<file path="src/rtl/keypad_scan_fsm_if.sv">
// keypad_scan_fsm_if: keypad matrix pins plus the decoded key outputs.
// The scanner takes the master view; the keypad/consumer side takes slave.
interface keypad_scan_fsm_if;
    logic [3:0] row;
    logic [3:0] col;
    logic       flag;
    logic [3:0] press_num;
    logic       key_held;
    modport master (input row, output col, flag, press_num, key_held);
    modport slave  (output row, input col, flag, press_num, key_held);
endinterface

</file>
<file path="src/rtl/keypad_scan_fsm.sv">
// keypad_scan_fsm: debounced 4x4 keypad scanner; one flag pulse per single-key press,
// then waits for a debounced release before scanning resumes on the next column.
module keypad_scan_fsm #(
    parameter int DWELL     = 4,
    parameter int DB_CYCLES = 20
) (
    input logic clk,
    input logic rst,
    keypad_scan_fsm_if.master kp
);
    localparam int CW = $clog2(DWELL > DB_CYCLES ? DWELL : DB_CYCLES);

    typedef enum logic [1:0] {SCAN, DEBOUNCE, PRESSED, RELEASE} state_t;

    state_t        state_q, state_d;
    logic [3:0]    sync_q, row_s_q;
    logic [3:0]    col_q, col_d;
    logic [3:0]    row_cap_q, row_cap_d;
    logic [3:0]    press_num_q, press_num_d;
    logic          key_held_q, key_held_d;
    logic [CW-1:0] dwell_q, dwell_d, db_q, db_d, rel_q, rel_d;
    logic [3:0]    rs_n, col_rot;
    logic [1:0]    row_idx, col_idx;
    logic          one_key;

    assign rs_n    = ~row_s_q;
    assign one_key = (rs_n != 4'd0) && ((rs_n & (rs_n - 4'd1)) == 4'd0);
    assign col_rot = {col_q[2:0], col_q[3]};
    // encode the single low bit of a one-hot-low nibble
    assign row_idx = {~row_cap_q[3] | ~row_cap_q[2], ~row_cap_q[3] | ~row_cap_q[1]};
    assign col_idx = {~col_q[3] | ~col_q[2], ~col_q[3] | ~col_q[1]};

    always_comb begin
        state_d     = state_q;
        col_d       = col_q;
        row_cap_d   = row_cap_q;
        press_num_d = press_num_q;
        key_held_d  = key_held_q;
        dwell_d     = dwell_q;
        db_d        = db_q;
        rel_d       = rel_q;
        case (state_q)
            SCAN: begin
                if (dwell_q != CW'(DWELL - 1)) begin
                    dwell_d = dwell_q + 1'b1;
                end else if (one_key) begin
                    row_cap_d = row_s_q;
                    db_d      = '0;
                    state_d   = DEBOUNCE;
                end else begin
                    col_d   = col_rot;
                    dwell_d = '0;
                end
            end
            DEBOUNCE: begin
                if (row_s_q != row_cap_q) begin
                    dwell_d = '0;
                    state_d = SCAN;
                end else if (db_q == CW'(DB_CYCLES - 1)) begin
                    press_num_d = {row_idx, col_idx};
                    key_held_d  = 1'b1;
                    rel_d       = '0;
                    state_d     = PRESSED;
                end else begin
                    db_d = db_q + 1'b1;
                end
            end
            PRESSED: state_d = RELEASE;
            default: begin
                if (row_s_q != 4'hF) begin
                    rel_d = '0;
                end else if (rel_q == CW'(DB_CYCLES - 1)) begin
                    key_held_d = 1'b0;
                    col_d      = col_rot;
                    dwell_d    = '0;
                    state_d    = SCAN;
                end else begin
                    rel_d = rel_q + 1'b1;
                end
            end
        endcase
    end

    always_ff @(posedge clk or posedge rst) begin
        if (rst) begin
            sync_q      <= 4'hF;
            row_s_q     <= 4'hF;
            state_q     <= SCAN;
            col_q       <= 4'b1110;
            row_cap_q   <= 4'hF;
            press_num_q <= 4'd0;
            key_held_q  <= 1'b0;
            dwell_q     <= '0;
            db_q        <= '0;
            rel_q       <= '0;
        end else begin
            sync_q      <= kp.row;
            row_s_q     <= sync_q;
            state_q     <= state_d;
            col_q       <= col_d;
            row_cap_q   <= row_cap_d;
            press_num_q <= press_num_d;
            key_held_q  <= key_held_d;
            dwell_q     <= dwell_d;
            db_q        <= db_d;
            rel_q       <= rel_d;
        end
    end

    assign kp.col       = col_q;
    assign kp.flag      = (state_q == PRESSED);
    assign kp.press_num = press_num_q;
    assign kp.key_held  = key_held_q;
endmodule

</file>
<file path="src/flat_wrapper.sv">
// flat-port wrapper written by rule: the top's interface ports become plain ports
module keypad_scan_fsm_flat 
#(
    parameter int DWELL     = 4,
    parameter int DB_CYCLES = 20
)
  (clk, rst, kp_row, kp_col, kp_flag, kp_press_num, kp_key_held);
  keypad_scan_fsm_if kp_i ();
  input logic clk;
  input logic rst;
  input wire logic [$bits(kp_i.row)-1:0] kp_row;
  output wire logic [$bits(kp_i.col)-1:0] kp_col;
  output wire logic [$bits(kp_i.flag)-1:0] kp_flag;
  output wire logic [$bits(kp_i.press_num)-1:0] kp_press_num;
  output wire logic [$bits(kp_i.key_held)-1:0] kp_key_held;
  assign kp_i.row = kp_row;
  assign kp_col = kp_i.col;
  assign kp_flag = kp_i.flag;
  assign kp_press_num = kp_i.press_num;
  assign kp_key_held = kp_i.key_held;
  keypad_scan_fsm #(.DWELL(DWELL), .DB_CYCLES(DB_CYCLES)) u_core (.clk(clk), .rst(rst), .kp(kp_i));
endmodule
</file>
<file path="config.mk">
export PLATFORM = sky130hd
export DESIGN_NAME = keypad_scan_fsm_flat
export DESIGN_NICKNAME = d
export VERILOG_FILES = /design/src/rtl/keypad_scan_fsm_if.sv /design/src/rtl/keypad_scan_fsm.sv /design/src/flat_wrapper.sv
export SDC_FILE = /design/constraint.sdc
export NUM_CORES = 1
export LEC_CHECK = 0
export CELL_PAD_IN_SITES_DETAIL_PLACEMENT = 0
export CELL_PAD_IN_SITES_GLOBAL_PLACEMENT = 2
export CORE_MARGIN = 1
export CORE_UTILIZATION = 40
export CTS_CLUSTER_SIZE = 10
export DETAILED_ROUTE_END_ITERATION = 12
export GPL_TIMING_DRIVEN = 0
export PLACE_DENSITY = 0.81
export SYNTH_ARGS = -nofsm -noshare
export SYNTH_HDL_FRONTEND = slang
export SYNTH_SLANG_ARGS = --single-unit
</file>
<file path="constraint.sdc">
create_clock -name clk -period 3.13 [get_ports clk]
set_input_delay 0.313 -clock clk [delete_from_list [all_inputs] [get_ports clk]]
set_output_delay 0.313 -clock clk [all_outputs]
set_load 0.02 [all_outputs]
</file>
-- Word-level counts from Yosys, hierarchy flattened
Cells that the tools add are included.
- add/sub/neg operators: 4
- equal/unequal tests: 21
- mux-type cells: 33
- bitwise operators: 17
- reductions and logical operators: 19
- operators by type and width (cell ; count):
    $mux W5 ; 13
    $reduce_and A5 Y1 ; 5
    $pmux W5 S2 ; 2
    $mux W4 ; 4
    $add A5 B1 Y5 const B ; 3
    $pmux W5 S3 ; 1
    $mux W2 ; 6
    $ne A2 B2 Y1 const B ; 6
    $not A1 Y1 ; 11
    $eq A5 B5 Y1 const B ; 2
    $ne A4 B4 Y1 const B ; 2
    $pmux W4 S2 ; 1
    $reduce_bool A4 Y1 ; 2
    $ne A2 B1 Y1 const B ; 3
    $ne A3 B3 Y1 const B ; 2
    $pmux W2 S3 ; 1
    $reduce_and A3 Y1 ; 2
    $reduce_bool A2 Y1 ; 3
    $ne A5 B2 Y1 const B ; 1
    $and A4 B4 Y4 ; 1
    $logic_not A4 Y1 ; 1
    $mux W1 ; 4
    $ne A4 B4 Y1 ; 1
    $not A4 Y4 ; 1
    other kinds (12) ; 16
- bits in registers: 38
- bits of input ports: 6
- output and inout port bits: 10
- logic and storage cells: 104

-- Depth between registers and ports, before layout
- word-level depth: 8
- mapped depth: 8
- gate-level depth less buffers: 7

-- Least setup slack after synthesis
Ideal clock, no wire load.
- path type: register to register
- from: register u_core.row_s_q[0]
- to: register u_core.dwell_q[2]
- arrival: 1.705 ns
- data required time: 2.998 ns
- path slack: 1.293 ns
- cell stages (with the launch flop): 7
- period minus slack after synthesis: 1.837 ns
- cell sequence: dfstp_2 clkbuf_2 nand4_1 or2_0 a221o_2 o21ai_0 o41ai_1
- longest elaborated chain between the ends: 7
- elaborated cells on any way between the ends: 12
- classes of those cells: add/sub (1); eq/ne (5); bitwise (2); reduce/logical (4)
- ends and longest elaborated chain (item ; RTL line ; RTL):
    start, declared ; keypad_scan_fsm.sv:16 ; logic [3:0] sync_q, row_s_q;
    start signal, assigned ; keypad_scan_fsm.sv:98 ; row_s_q <= sync_q;
    $not A4 Y4 ; keypad_scan_fsm.sv:26 ; assign rs_n = ~row_s_q;
    $sub A4 B1 Y4 ; keypad_scan_fsm.sv:27 ; assign one_key = (rs_n != 4'd0) && ((rs_n & (rs_n - 4'd1)) == 4'd0);
    $and A4 B4 Y4 ; keypad_scan_fsm.sv:27 ;
    $logic_not A4 Y1 ; keypad_scan_fsm.sv:27 ;
    $logic_and A1 B1 Y1 ; keypad_scan_fsm.sv:27 ;
    $ne A3 B3 Y1 (no line) ; - ;
    $reduce_and A5 Y1 (no line) * ; - ;
    end signal, assigned ; keypad_scan_fsm.sv:104 ; dwell_q <= dwell_d;
    end, declared ; keypad_scan_fsm.sv:21 ; logic [CW-1:0] dwell_q, dwell_d, db_q, db_d, rel_q, rel_d;
Mark *: on every way between the ends. The rest lies on a longest branch, timed or not.
A chain may end at the register's enable or synchronous reset.

-- Final worst setup path
- from: register u_core.state_q[1]
- to: register u_core.rel_q[0]
- longest elaborated chain between the ends: 4
- elaborated cells on any way between the ends: 10
- classes of those cells: eq/ne (5); mux (1); bitwise (1); reduce/logical (3)
- ends and longest elaborated chain (item ; RTL line ; RTL):
    start, declared ; keypad_scan_fsm.sv:15 ; state_t state_q, state_d;
    start signal, assigned ; keypad_scan_fsm.sv:99 ; state_q <= state_d;
    $eq A2 B2 Y1 / $logic_not A2 Y1 (equally long branches) ; keypad_scan_fsm.sv:42 ; case (state_q)
    $reduce_or A2 Y1 (no line) ; - ;
    $not A1 Y1 (no line) ; - ;
    $reduce_and A4 Y1 (no line) ; - ;
    end signal, assigned ; keypad_scan_fsm.sv:106 ; rel_q <= rel_d;
    end, declared ; keypad_scan_fsm.sv:21 ;
Several ways; a longest one is shown, not always the timed one.

==> results.md <==
- Static Leakage: between 0.001 and 0.0015 uW
- Setup bufs post-CTS: 0
- Rows: 24
- Synth Register Bits: 38
- Cell Area, Placed: 2151 um2
- Total grt overflow: 0
- Maximum number of pins on one net before global-route repair: 39
- Initial Util: 42.97%
- Seq/Total Area, Yosys: 50.10%
- Clock power share: 24.6%
- GR peak layer: met2
- TritonCTS clock tree: built
- Post-Synthesis Cells: ~180
- Global-route wire length before repair: ~6.7 mm
- Synth top area cells: dfrtp_1 30%, dfstp_2 20%, ha_1 4.5%
- Final setup viols: 0
- Final Hold Fails: 0
- H-tree depth: 2
- Port bufs: 15
- Die Y: just over 70 um
- GP Congestion: 0.7366
- Drt pass-1 iters: 4
- Initial DRC count: 33
- Area leader, netlist: dfrtp_1
- Wire per inst: 15.64 um
- Grt met2 use: between 20 and 30%
- Delay-heaviest family, CP: simple AND/OR/NAND/NOR gates
- Sw Share: 36.51%
- CP endpoint kind: flop
- Hold Path Class: flop to flop
- Met1 global-route usage: 21.23%
- Unrepaired setup endpoints after global routing: no
- Residual DRC count: 0
- Worst Path Buf+Inv: 2
- Internal power: around 1000 uW
- Slowest-stage cell, CP: nor3_4
- N_diodes: 0
- Min cycle time layout: 2171 ps
- Antenna violations before repair: 0
- Clock Latency Late Sink: approximately 290 ps
- Combinational share of power: 34.5%
- Crit path cell chain: inv_1 -> ha_1 -> inv_1 -> nor3_4 -> nand4_1 -> nand2_1 -> mux2_2
- Slowest stage delay, CP: 440 ps
- Number of buffers created by CTS: 5
- Area grow syn2layout: 16.74%
- Via-to-Cell Ratio: ~5.7
- Hpwl dp: around 3 mm
- Fin crit share: 69.35%
- Post-synth design cell area: about 1900 um2
- Arr. time, crit path: 2350 ps
- Layout cells sized above 1: 20.49%
- Yosys warns: 0
- Worst Skew: between 4 and 5 ps
- Syn_area_per_cell: 10.64 um2
- Max-cap violations: 0
- Clock tree sinks: 38
- Antenna viol nets, final: 0
- Top_reg_cell synth: dfrtp_1
- Synth cell types: 45
- Post-synth top cells: 23 x dfrtp_1, 19 x nand2_1, 15 x dfstp_2, 13 x nor2_1, 12 x nand3_1
- Chip width: approximately 72 um
- Core ar.: 4504 um2
- PostCTS Resize Cnt: 0
- Startpoint types: flop
- Synthesized Nets: 195
- Fill count: between 400 and 500
- Net Switching: 599.8 uW
- Root Driver: clkbuf_8
- CTS Buffer Depth: 2
- Async SR Flop Fraction: 100.0%
- CTS clk-pin slew, worst paths: 80 ps
- GRT Util Overall: 17.10%
- Hold buffer count at CTS: 0
- Post-route cell area: 2260 um2
- Yosys top cell area share: approximately 30%
- Worst-Margin Slew: 787.7 ps
- Max transition margin: 47.41%
- Routed WL: 4.020 mm
- Outcome: completed
- Setup TNS: 0 ps
- Fmax: 460.7 MHz
- GR Layer Usage met3: 4.360%
- Worst IR Drop VDD: 0.3031 mV
- Most numerous cell in the Yosys netlist: dfrtp_1
- Pins over their slew limit: 0
- CP max FO: 9
- Vias post-DR: around 1,500
- Vias in the first global route: about 1,400
- Most common cell on crit path: inv_1
- PD cells: 727.1 nW/um2
- I/O pins: 16
- Die ar.: just over 5000 um2
- Nets@finish: 217
- EDFF count, synth: 0
- Seq pwr share: roughly 40%
- CP required: 3310 ps
- WS Path Type: flop to flop
layout by cell type, fill, tap and decap left out, drive strengths merged:
cell type and n:
mux2 7, a32o 1, a21oi 1, inv 8
clkinv 2, nand4 3, or4 1, nand4bb 1
nor2b 1, xnor2 1, or2 1, ha 7
dfrtp 23, nand2b 1, a311oi 1, dfstp 15
and2 5, o31ai 6, a31oi 6, o211a 1
clkdlybuf4s50 15, a221o 1, o41ai 2, nand2 19
nand4b 3, a32oi 2, xor2 7, and3 8
clkbuf 8, nand3 13, a22o 2, buf 3
a21boi 1, bufinv 1, nor3b 1, nor3 4
o21ai 7, nor4b 1, nor2 14, o211ai 1
kinds of logic after synthesis:
kind of cell | after synthesis | synth area share, %
AO/OA/AOI/OAI | 32 | 11.96
XOR/XNOR | 8 | 3.620
adder cells (fa/ha/maj) | 7 | 4.525
buffers and inverters | 14 | 3.426
flip-flops | 38 | 50.10
multiplexers | 7 | 4.073
AND/OR/NAND/NOR | 76 | 22.30
state kept, by name, summed over array words and instances (netlist names):
name                 count
u_core.kp.col            4
u_core.row_cap_q         4
u_core.db_q              5
u_core.kp.key_held       1
u_core.kp.press_num      4
u_core.rel_q             5
u_core.row_s_q           4
u_core.dwell_q           5
u_core.state_q           2
u_core.sync_q            4
through the flow:
step / cells / worst slack [ps] / hold WS (ps) / power [uW] / utilization (%)
final: 257 / 959.4 / 357.7 / 1643 / 50.17
after floorplan: 182 / 1293 / 317.5 / 1092 / -
after CTS: 257 / 981.9 / 358.4 / 1654 / 50.17
after global routing: 257 / 848.2 / 363.1 / 1746 / 50.17
after detailed placement: 249 / 993.1 / 347.8 / 1244 / 47.75
after global placement: 249 / 1038 / 346.2 / 1216 / 47.75
power by group through the flow:
| stage | Sequential (uW) | Clock [uW] | Combinational, uW |
|---|---|---|---|
| 2_1_floorplan | 658 | 0 | 434 |
| 3_3_place_gp | 672 | 0 | 544 |
| 3_5_place_dp | 680 | 0 | 564 |
| 4_1_cts | 672 | 416 | 566 |
| 5_1_grt | 684 | 436 | 627 |
| 6_report | 672 | 405 | 567 |
path summary, 6_finish.rpt:
path | slack (ps) | to | from | depth (start not counted)
max in group asynchronous | 2140 | u_core.kp.col[0]$_DFFE_PP0P_ | rst | 2
min in group asynchronous | 490 | u_core.db_q[2]$_DFFE_PP0P_ | rst | 2
worst max register to register | 960 | u_core.rel_q[0]$_DFFE_PP0P_ | u_core.state_q[1]$_DFFE_PP0P_ | 7
worst min-delay path | 360 | u_core.row_s_q[3]$_DFF_PP1_ | u_core.sync_q[3]$_DFF_PP1_ | 0
worst max-delay path | 960 | u_core.rel_q[0]$_DFFE_PP0P_ | u_core.state_q[1]$_DFFE_PP0P_ | 7
worst min register to register | 360 | u_core.row_s_q[3]$_DFF_PP1_ | u_core.sync_q[3]$_DFF_PP1_ | 0
layout make-up:
type	count	area (um2)	share of cell area, %
Sequential cell	38	969.7	42.91
Inverter	8	30.03	1.329
Buffer	6	36.28	1.606
Timing Repair Buffer	15	150.1	6.645
Clock inverter	3	40.04	1.772
Clock buffer	5	68.82	3.045
Multi-Input combinational cell	130	899.6	39.81
Tap cell	52	65.06	2.879
layer usage:
layer  up-vias  part of all wire, %
met5         -                    0
met4         0                 0.77
met3         5                  4.7
met2        40                   49
met1       729                   46
li1        700                    -
Note: power is estimated with default switching activity, not from simulation.
